[src/rtl/ram_ctrl_pkg.sv]
// Shared sizes for the A501 DRAM-to-SRAM bridge.
// ROW_W: multiplexed address width; ADDR_W: rebuilt SRAM address width.
package ram_ctrl_pkg;
  localparam int ROW_W  = 9;
  localparam int ADDR_W = 2 * ROW_W;
endpackage

[src/rtl/ram_ctrl_sync.sv]
// N-stage synchronizer for asynchronous inputs, parameterized width.
// Ports: clk, rst (sync, high), d (async in), q (synced out, RST_VAL on reset).
module ram_ctrl_sync #(
  parameter int             W       = 1,
  parameter int             STAGES  = 2,
  parameter logic [W-1:0]   RST_VAL = '0
) (
  input  logic         clk,
  input  logic         rst,
  input  logic [W-1:0] d,
  output logic [W-1:0] q
);
  logic [W-1:0] stg_q [STAGES];
  logic [W-1:0] stg_d [STAGES];

  always_comb begin
    stg_d[0] = d;
    for (int i = 1; i < STAGES; i++) begin
      stg_d[i] = stg_q[i-1];
    end
  end

  always_ff @(posedge clk) begin
    if (rst) begin
      for (int i = 0; i < STAGES; i++) begin
        stg_q[i] <= RST_VAL;
      end
    end else begin
      for (int i = 0; i < STAGES; i++) begin
        stg_q[i] <= stg_d[i];
      end
    end
  end

  assign q = stg_q[STAGES-1];
endmodule

[src/rtl/ram_controller.sv]
// Amiga multiplexed-DRAM bus to flat SRAM control (A501 expansion).
// In: clk, rst, Ain, OEin_n, CASU_n, CASL_n, WE_n, RAS_n (async). Out: Aout, OEout_n, UB_n, LB_n, CE_n.
module ram_controller
  import ram_ctrl_pkg::*;
#(
  parameter int SYNC_STAGES = 2
) (
  input  logic              clk,
  input  logic              rst,
  input  logic [ROW_W-1:0]  Ain,
  input  logic              OEin_n,
  input  logic              CASU_n,
  input  logic              CASL_n,
  input  logic              WE_n,
  input  logic              RAS_n,
  output logic [ADDR_W-1:0] Aout,
  output logic              OEout_n,
  output logic              UB_n,
  output logic              LB_n,
  output logic              CE_n
);
  localparam int CW = $clog2(SYNC_STAGES + 1);

  logic [4:0]       strb_s;
  logic [ROW_W-1:0] ain_s;
  logic ras_s, casu_s, casl_s, we_s, oe_s;

  ram_ctrl_sync #(
    .W(5), .STAGES(SYNC_STAGES), .RST_VAL(5'h1F)
  ) u_sync_strb (
    .clk(clk), .rst(rst),
    .d({RAS_n, CASU_n, CASL_n, WE_n, OEin_n}),
    .q(strb_s)
  );

  ram_ctrl_sync #(
    .W(ROW_W), .STAGES(SYNC_STAGES), .RST_VAL('0)
  ) u_sync_ain (
    .clk(clk), .rst(rst), .d(Ain), .q(ain_s)
  );

  assign {ras_s, casu_s, casl_s, we_s, oe_s} = strb_s;

  logic ras_prev_q, casu_prev_q, casl_prev_q;
  logic active_q, active_d;
  logic refresh_q, refresh_d;
  logic armed_q, armed_d;
  logic [CW-1:0] fill_q, fill_d;
  logic [ROW_W-1:0] row_q, row_d, col_q, col_d;
  logic [ADDR_W-1:0] aout_q, aout_d;
  logic oe_n_q, oe_n_d, ub_n_q, ub_n_d;
  logic lb_n_q, lb_n_d, ce_n_q, ce_n_d;
  logic ras_fall, ras_rise, cas_fall, cas_idle_prev, settled;

  always_comb begin
    settled  = (fill_q == CW'(SYNC_STAGES));
    fill_d   = settled ? fill_q : fill_q + 1'b1;
    // A strobe still held low across reset must not look like a
    // new access: only arm once RAS has really been seen high.
    armed_d  = armed_q | (settled & ras_s);
    ras_fall = armed_q & ras_prev_q & ~ras_s;
    ras_rise = ~ras_prev_q & ras_s;
    cas_idle_prev = casu_prev_q & casl_prev_q;
    cas_fall = cas_idle_prev & (~casu_s | ~casl_s);

    row_d     = row_q;
    col_d     = col_q;
    active_d  = active_q;
    refresh_d = refresh_q;

    if (ras_rise) begin
      active_d  = 1'b0;
      refresh_d = 1'b0;
    end else if (ras_fall) begin
      // CAS state before this sample decides CBR; a CAS fall in the
      // same sample as RAS fall is still a normal access.
      if (cas_idle_prev) begin
        row_d    = ain_s;
        active_d = 1'b1;
      end else begin
        refresh_d = 1'b1;
        active_d  = 1'b0;
      end
    end else if (cas_fall && active_q) begin
      col_d = ain_s;
    end

    // Outputs use next-state values to hold latency at SYNC_STAGES+1.
    aout_d = {col_d, row_d};
    ce_n_d = ~active_d;
    ub_n_d = ~(active_d & ~casu_s);
    lb_n_d = ~(active_d & ~casl_s);
    oe_n_d = ~(active_d & ~oe_s & we_s & (~casu_s | ~casl_s));
  end

  always_ff @(posedge clk) begin
    if (rst) begin
      ras_prev_q  <= 1'b1;
      casu_prev_q <= 1'b1;
      casl_prev_q <= 1'b1;
      active_q    <= 1'b0;
      refresh_q   <= 1'b0;
      armed_q     <= 1'b0;
      fill_q      <= '0;
      row_q       <= '0;
      col_q       <= '0;
      aout_q      <= '0;
      oe_n_q      <= 1'b1;
      ub_n_q      <= 1'b1;
      lb_n_q      <= 1'b1;
      ce_n_q      <= 1'b1;
    end else begin
      ras_prev_q  <= ras_s;
      casu_prev_q <= casu_s;
      casl_prev_q <= casl_s;
      active_q    <= active_d;
      refresh_q   <= refresh_d;
      armed_q     <= armed_d;
      fill_q      <= fill_d;
      row_q       <= row_d;
      col_q       <= col_d;
      aout_q      <= aout_d;
      oe_n_q      <= oe_n_d;
      ub_n_q      <= ub_n_d;
      lb_n_q      <= lb_n_d;
      ce_n_q      <= ce_n_d;
    end
  end

  assign Aout    = aout_q;
  assign OEout_n = oe_n_q;
  assign UB_n    = ub_n_q;
  assign LB_n    = lb_n_q;
  assign CE_n    = ce_n_q;
endmodule

[config.mk]
export PLATFORM = sky130hd
export DESIGN_NAME = ram_controller
export DESIGN_NICKNAME = d
export VERILOG_FILES = /design/src/rtl/ram_ctrl_pkg.sv /design/src/rtl/ram_ctrl_sync.sv /design/src/rtl/ram_controller.sv
export SDC_FILE = /design/constraint.sdc
export NUM_CORES = 1
export LEC_CHECK = 0
export CORE_MARGIN = 4
export CORE_UTILIZATION = 45
export DETAILED_ROUTE_END_ITERATION = 16
export PLACE_DENSITY = 0.72
export SLEW_MARGIN = 10
export SYNTH_ARGS = -nofsm -noshare
export SYNTH_HDL_FRONTEND = slang
export SYNTH_SLANG_ARGS = --single-unit
[constraint.sdc]
create_clock -name clk -period 1.6 [get_ports clk]
set_input_delay 0.32 -clock clk [delete_from_list [all_inputs] [get_ports clk]]
set_output_delay 0.32 -clock clk [all_outputs]
set_load 0.02 [all_outputs]
==> results of run 1 <==
## kinds of logic (layout without fill, tap and decap cells)
family,after synthesis,in the layout,share of synthesized area (%)
AND/OR/NAND/NOR,73,73,23.39
flip-flops,57,57,62.38
multiplexers,17,17,9.302
buffers and inverters,10,60,2.188
AO/OA/AOI/OAI,5,5,1.573
adder cells (fa/ha/maj),1,1,0.6839
XOR/XNOR,1,1,0.4789
## worst register-to-register path, cell delays in order, from the launching register on
cell and delay [ns]:
dfxtp_1 0.43, o21ai_0 0.18, nor4b_2 0.26, buf_4 0.26, mux2i_1 0.21
## cells in the mapped netlist, types with 2 or more instances
library cell,instances
buf_2,2
a21oi_1,3
nor4b_1,2
clkbuf_1,6
nor2_1,13
nand2_1,3
nor2b_1,19
mux2i_1,17
nand2b_1,20
or2_2,13
dfxtp_1,57
## layer usage
layer / vias up / share of wire, % / global-route usage, %
met5: - / 0 / 0
li1: 613 / - / -
met3: 5 / 5.3 / 6.031
met1: 549 / 42 / 15.44
met2: 27 / 52 / 24.69
met4: 0 / 1.3 / 6.889
## registers in the layout, indices dropped and copies added (netlist names)
register           flops
active_q               1
ras_prev_q             1
CE_n                   1
UB_n                   1
u_sync_strb.stg_q     10
col_q                  9
u_sync_ain.stg_q      18
fill_q                 2
Aout                   1
LB_n                   1
casu_prev_q            1
row_q                  8
armed_q                1
OEout_n                1
casl_prev_q            1
## layout make-up
class / count / area, um^2
inverters: 2 / 7.507
well taps: 48 / 60.06
fillers: 289 / 1296
multi-input cells: 97 / 654.4
clock buffers: 10 / 137.6
clock inverters: 6 / 105.1
repair buffers: 42 / 396.6
flip-flops and latches: 57 / 1141
## final timing paths
path	from	endpoint	slack, ns	cells after the start
setup / recovery	OEout_n	OEout_n	0.04	1
setup reg to reg	u_sync_strb.stg_q[0][9]	col_q[5]	0.18	4
hold reg to reg	u_sync_strb.stg_q[0][6]	OEout_n	0.39	1
hold / removal	u_sync_strb.stg_q[0][6]	OEout_n	0.39	1
## metrics by stage
stage               setup slack [ns]  utilization, %  area [um^2]  hold slack, ns
floorplan                     0.1889               -         1829          0.3695
global placement              0.2619           59.65         2266          0.3754
detailed placement            0.1928           59.65         2266          0.3788
CTS                        0.0003283           65.55         2490          0.3936
global route                0.004942           65.88         2502          0.4192
finish                       0.04429           65.88         2502          0.3915
## power by group through the flow
| stage | clock, W | sequential (W) | combinational, W |
|---|---|---|---|
| 3_3_place_gp | 0 | 0.00155 | 0.000212 |
| 2_1_floorplan | 0 | 0.00155 | 0.000152 |
| 3_5_place_dp | 0 | 0.00155 | 0.000235 |
| 5_1_grt | 0.00174 | 0.00153 | 0.000264 |
| 4_1_cts | 0.00166 | 0.00152 | 0.000239 |
| 6_report | 0.00163 | 0.00152 | 0.000233 |
==> flow_metrics.env, run 1 <==
export IMPL_status="finished, final reports clean"
export IMPL_critPathTopFamily="buffers and inverters"
export IMPL_netlist_area_mm2=0.001829
export IMPL_area_delta_synth_final_pct=36.80
export IMPL_avgRoutedWirePerCell_um=12.64
export IMPL_critPathKind="register to output pin"
export IMPL_required_ns=1.28
export IMPL_max_vdd_ir_drop_uv=718.9
export IMPL_rsz0062_at_grt="false"
export IMPL_io_buffers=37
export IMPL_core_area_mm2=0.003799
export IMPL_grt_first_pass_wirelength_um=5664
export IMPL_relSlewSlack_pct=64.22
export IMPL_tightest_slew_ns=0.5368
export IMPL_hold_buffers=0
export IMPL_die_h_um=71.76
export IMPL_seq_area_frac_synth_pct=62.38
export IMPL_p_int_w=0.002679
export IMPL_dieWidth_um=71.76
export IMPL_path_clk_slew_ns=0.06
export IMPL_switchingPower_w=0.0007012
export IMPL_clock_sinks=57
export IMPL_dp_hpwl_um=2274
export IMPL_clkLatencyLatePin_ns=0.33
export IMPL_final_setup_tns_ns=0
export IMPL_pwr_share_clk_pct=48.1
export IMPL_synth_edf_count=0
export IMPL_overflow=0
export IMPL_vias=1194
export IMPL_layout_commonest_cell="dfxtp_1"
export IMPL_post_cts_buffers=0
export IMPL_critical_path_cell_chain="clkdlybuf4s50_1"
export IMPL_dp_cells=246
export IMPL_antenna_found_initial=0
export IMPL_numCtsBuffers=9
export IMPL_crit_path_start_kind="register"
export IMPL_ios=38
export IMPL_synth_distinct_cells=20
export IMPL_synth_ff_type="dfxtp_1"
export IMPL_cts_buffer_depth=2
export IMPL_p_total_w=0.003380
export IMPL_fp_row_count=22
export IMPL_first_global_vias=1274
export IMPL_critPathCaptureType="output pin"
export IMPL_leakagePower_nw=1.100
export IMPL_fin_worst_skew_ns=0.006229
export IMPL_layout_drive_gt1_share_pct=17.76
export IMPL_yosysWarnings=0
export IMPL_swShare_pct=20.74
export IMPL_grt_max_degree=39
export IMPL_drt_wl_total_um=3312
export IMPL_maxCapViolCount=0
export IMPL_synth_seq_cells=57
export IMPL_final_nets=226
export IMPL_fmax_mhz=642.8
export IMPL_cp_slowest_cell="clkdlybuf4s50_1"
export IMPL_yosys_area_top_type="dfxtp_1"
export IMPL_first_pass_iters=4
export IMPL_synthCells=164
export IMPL_pwr_share_comb_pct=6.9
export IMPL_cp_num_buf_inv=1
export IMPL_h_tree_depth=3
export IMPL_avgSynthCellArea_um2=11.15
export IMPL_grt_usage_pct=14.49
export IMPL_p_per_area_mw_per_mm2=1351
export IMPL_most_common_layout_cells="dfxtp_1, nand2b_1, nor2b_1, mux2i_1, clkdlybuf4s50_1"
export IMPL_timing_final_crit_share_pct=97.23
export IMPL_synth_fp_nets=181
export IMPL_setup_viol=0
export IMPL_antennaDiodeCount=0
export IMPL_cts_resized=15
export IMPL_drt_iter0_drc=70
export IMPL_slowest_delay_ns=0.60
export IMPL_viasPerCell=4.557
export IMPL_synth_area_top_cells="dfxtp_1, mux2i_1, nand2b_1"
export IMPL_worstPathMaxFanout=1
export IMPL_synth_top_area_share_pct=62.38
export IMPL_finalNonFillerCells=262
export IMPL_start_util_pct=48.16
export IMPL_drcViolationCount=0
export IMPL_min_path_type="register to register"
export IMPL_ant_nets=0
export IMPL_synthArstFlopShare_pct=0
export IMPL_crit_arrival_ns=1.24
export IMPL_gp_congestion=0.7541
export IMPL_cts_tree="yes"
export IMPL_period_needed_ns=1.556
export IMPL_hold_viol_final=0
export IMPL_p_seq_share_pct=45.0
export IMPL_cts_root_buf="clkbuf_8"
export IMPL_die_area_mm2=0.005149
export IMPL_final_max_slew_violation_count=0
Power figures use the tool's default switching activity.
==> inputs of run 2 (changes only) <==
--- a/config.mk
+++ b/config.mk
@@ -7,6 +7,7 @@
 export LEC_CHECK = 0
 export CORE_MARGIN = 4
 export CORE_UTILIZATION = 45
+export CTS_CLUSTER_SIZE = 28
 export DETAILED_ROUTE_END_ITERATION = 16
 export PLACE_DENSITY = 0.72
 export SLEW_MARGIN = 10
==> constraint.sdc (replaced) <==
create_clock -name clk -period 1.9 [get_ports clk]
set_input_delay 0.38 -clock clk [delete_from_list [all_inputs] [get_ports clk]]
set_output_delay 0.38 -clock clk [all_outputs]
set_load 0.02 [all_outputs]
==> run 2 against run 1 <==
Clock power shrank 29%; sequential power decreased by 16%; flip-flop and latch count unchanged; sequential share of layout area up 0.81 points; total power decreased by 23%; final cell count down 0.76%; worst hold slack worse by 0.12 ns; clock skew barely moved; utilization fell by 1.2 points; clock-buffer cell count increased by 4; die area did not move; register-to-register slack improved by 0.15 ns; highest routed layer unchanged.
==> flow_metrics.env, run 2 (same netlist as run 1, synthesis figures left out) <==
export IMPL_overflow=0
export IMPL_drcViolationCount=0
export IMPL_timing_final_crit_share_pct=88.24
export IMPL_first_pass_iters=4
export IMPL_h_tree_depth=3
export IMPL_die_area_mm2=0.005149
export IMPL_post_cts_buffers=0
export IMPL_crit_path_start_kind="register"
export IMPL_hold_buffers=0
export IMPL_start_util_pct=48.16
export IMPL_min_path_type="input pin to register"
export IMPL_fin_util_pct=64.72
export IMPL_nFillCells=313
export IMPL_clkLatencyLatePin_ns=0.32
export IMPL_clock_sinks=57
export IMPL_cp_num_buf_inv=1
export IMPL_drt_wl_total_um=3181
export IMPL_fmax_mhz=596.5
export IMPL_top_regs="u_sync_ain.stg_q (18), u_sync_strb.stg_q (10), col_q (9)"
export IMPL_antennaDiodeCount=0
export IMPL_crit_arrival_ns=1.30
export IMPL_multi_input_area_um2=654.4
export IMPL_first_global_vias=1230
export IMPL_setup_viol=0
export IMPL_viasPerCell=4.531
export IMPL_max_vdd_ir_drop_uv=731.8
export IMPL_most_common_layout_cells="dfxtp_1, clkdlybuf4s50_1, nand2b_1, nor2b_1, mux2i_1"
export IMPL_largest_register="u_sync_ain.stg_q"
export IMPL_die_h_um=71.76
export IMPL_place_ws_ns=0.3215
export IMPL_drt_iter0_drc=36
export IMPL_relSlewSlack_pct=59.86
export IMPL_hold_viol_final=0
export IMPL_fin_worst_skew_ns=0.005991
export IMPL_numCtsBuffers=9
export IMPL_avgRoutedWirePerCell_um=12.23
export IMPL_leakagePower_nw=0.9430
export IMPL_cts_buffer_depth=2
export IMPL_dieWidth_um=71.76
export IMPL_core_area_mm2=0.003799
export IMPL_dp_hpwl_um=2246
export IMPL_finalNonFillerCells=260
export IMPL_area_delta_synth_final_pct=34.41
export IMPL_path_clk_slew_ns=0.06
export IMPL_layout_commonest_cell="dfxtp_1"
export IMPL_maxCapViolCount=0
export IMPL_required_ns=1.52
export IMPL_slowest_delay_ns=0.62
export IMPL_grt_max_degree=38
export IMPL_final_max_slew_violation_count=0
export IMPL_p_per_area_mw_per_mm2=1063
export IMPL_critPathKind="register to output pin"
export IMPL_grt_usage_pct=14.23
export IMPL_critPathCaptureType="output pin"
export IMPL_critPathTopFamily="buffers and inverters"
export IMPL_antenna_found_initial=0
export IMPL_gp_congestion=0.7125
export IMPL_tightest_slew_ns=0.5988
export IMPL_regArea_mm2=0.001141
export IMPL_ant_nets=0
export IMPL_vias=1178
export IMPL_final_nets=224
export IMPL_cts_root_buf="clkbuf_8"
export IMPL_rsz0062_at_grt="false"
export IMPL_dp_cells=244
export IMPL_period_needed_ns=1.677
export IMPL_ios=38
export IMPL_cp_slowest_cell="clkdlybuf4s50_1"
export IMPL_cts_tree="yes"
export IMPL_fp_row_count=22
export IMPL_grt_first_pass_wirelength_um=5540
export IMPL_io_buffers=37
export IMPL_cts_resized=0
export IMPL_fin_ws_ns=0.2234
export IMPL_status="finished, final reports clean"
export IMPL_final_setup_tns_ns=0
export IMPL_layout_drive_gt1_share_pct=16.04
export IMPL_largest_reg_flops=18
export IMPL_worstPathMaxFanout=2
export IMPL_critical_path_cell_chain="clkdlybuf4s50_1"
run 2: cell count changes in the layout (fill, tap and decap cells not counted), sizes merged:
cell / before / now
clkdlybuf4s50: 16 / 36
dlygate4sd2: 15 / 0
dlymetal6s2s: 5 / 0
clkbuf: 10 / 14
buf: 6 / 4
bufinv: 3 / 1
clkinv: 3 / 1
run 2: path summary, 6_finish.rpt:
| check | endpoint | slack, ns | cells after the start | from |
|---|---|---|---|---|
| max | Aout[14] | 0.22 | 1 | col_q[5] |
| min | fill_q[0] | 0.27 | 2 | rst |
| max reg2reg | OEout_n | 0.33 | 5 | casl_prev_q |
| min reg2reg | u_sync_strb.stg_q[0][9] | 0.40 | 1 | u_sync_strb.stg_q[0][4] |
run 2: final cells by class:
type | count | area share (%)
Inverter | 2 | 0.3053
Tap cell | 48 | 2.443
Multi-Input combinational cell | 97 | 26.62
Clock inverter | 2 | 1.425
Timing Repair Buffer | 40 | 15.78
Clock buffer | 14 | 7.023
Sequential cell | 57 | 46.41
run 2: where the power goes:
group          total, W  internal (W)  switching [W]
logic          0.000185     0.0000990      0.0000859
clock network   0.00115      0.000712       0.000435
registers       0.00128       0.00126      0.0000265
total           0.00261       0.00207       0.000548
run 2: stage by stage:
stage | hold slack, ns | total power (W) | instance area [um^2]
4_1_cts | 0.2640 | 0.002646 | 2459
6_report | 0.2705 | 0.002614 | 2459
3_5_place_dp | 0.3937 | 0.001496 | 2251
2_1_floorplan | 0.3695 | 0.001431 | 1829
5_1_grt | 0.2823 | 0.002730 | 2459
3_3_place_gp | 0.3754 | 0.001482 | 2251
run 2: metal layers:
| metal | global-route usage (%) | up-vias | share of wire, % | wire (um) |
|---|---|---|---|---|
| li1 | - | 606 | - | - |
| met1 | 15.81 | 536 | 42 | 1335 |
| met2 | 22.65 | 27 | 50 | 1598 |
| met3 | 5.330 | 9 | 5.3 | 170 |
| met4 | 9.395 | 0 | 2.4 | 76 |
| met5 | 0 | - | 0 | 0 |
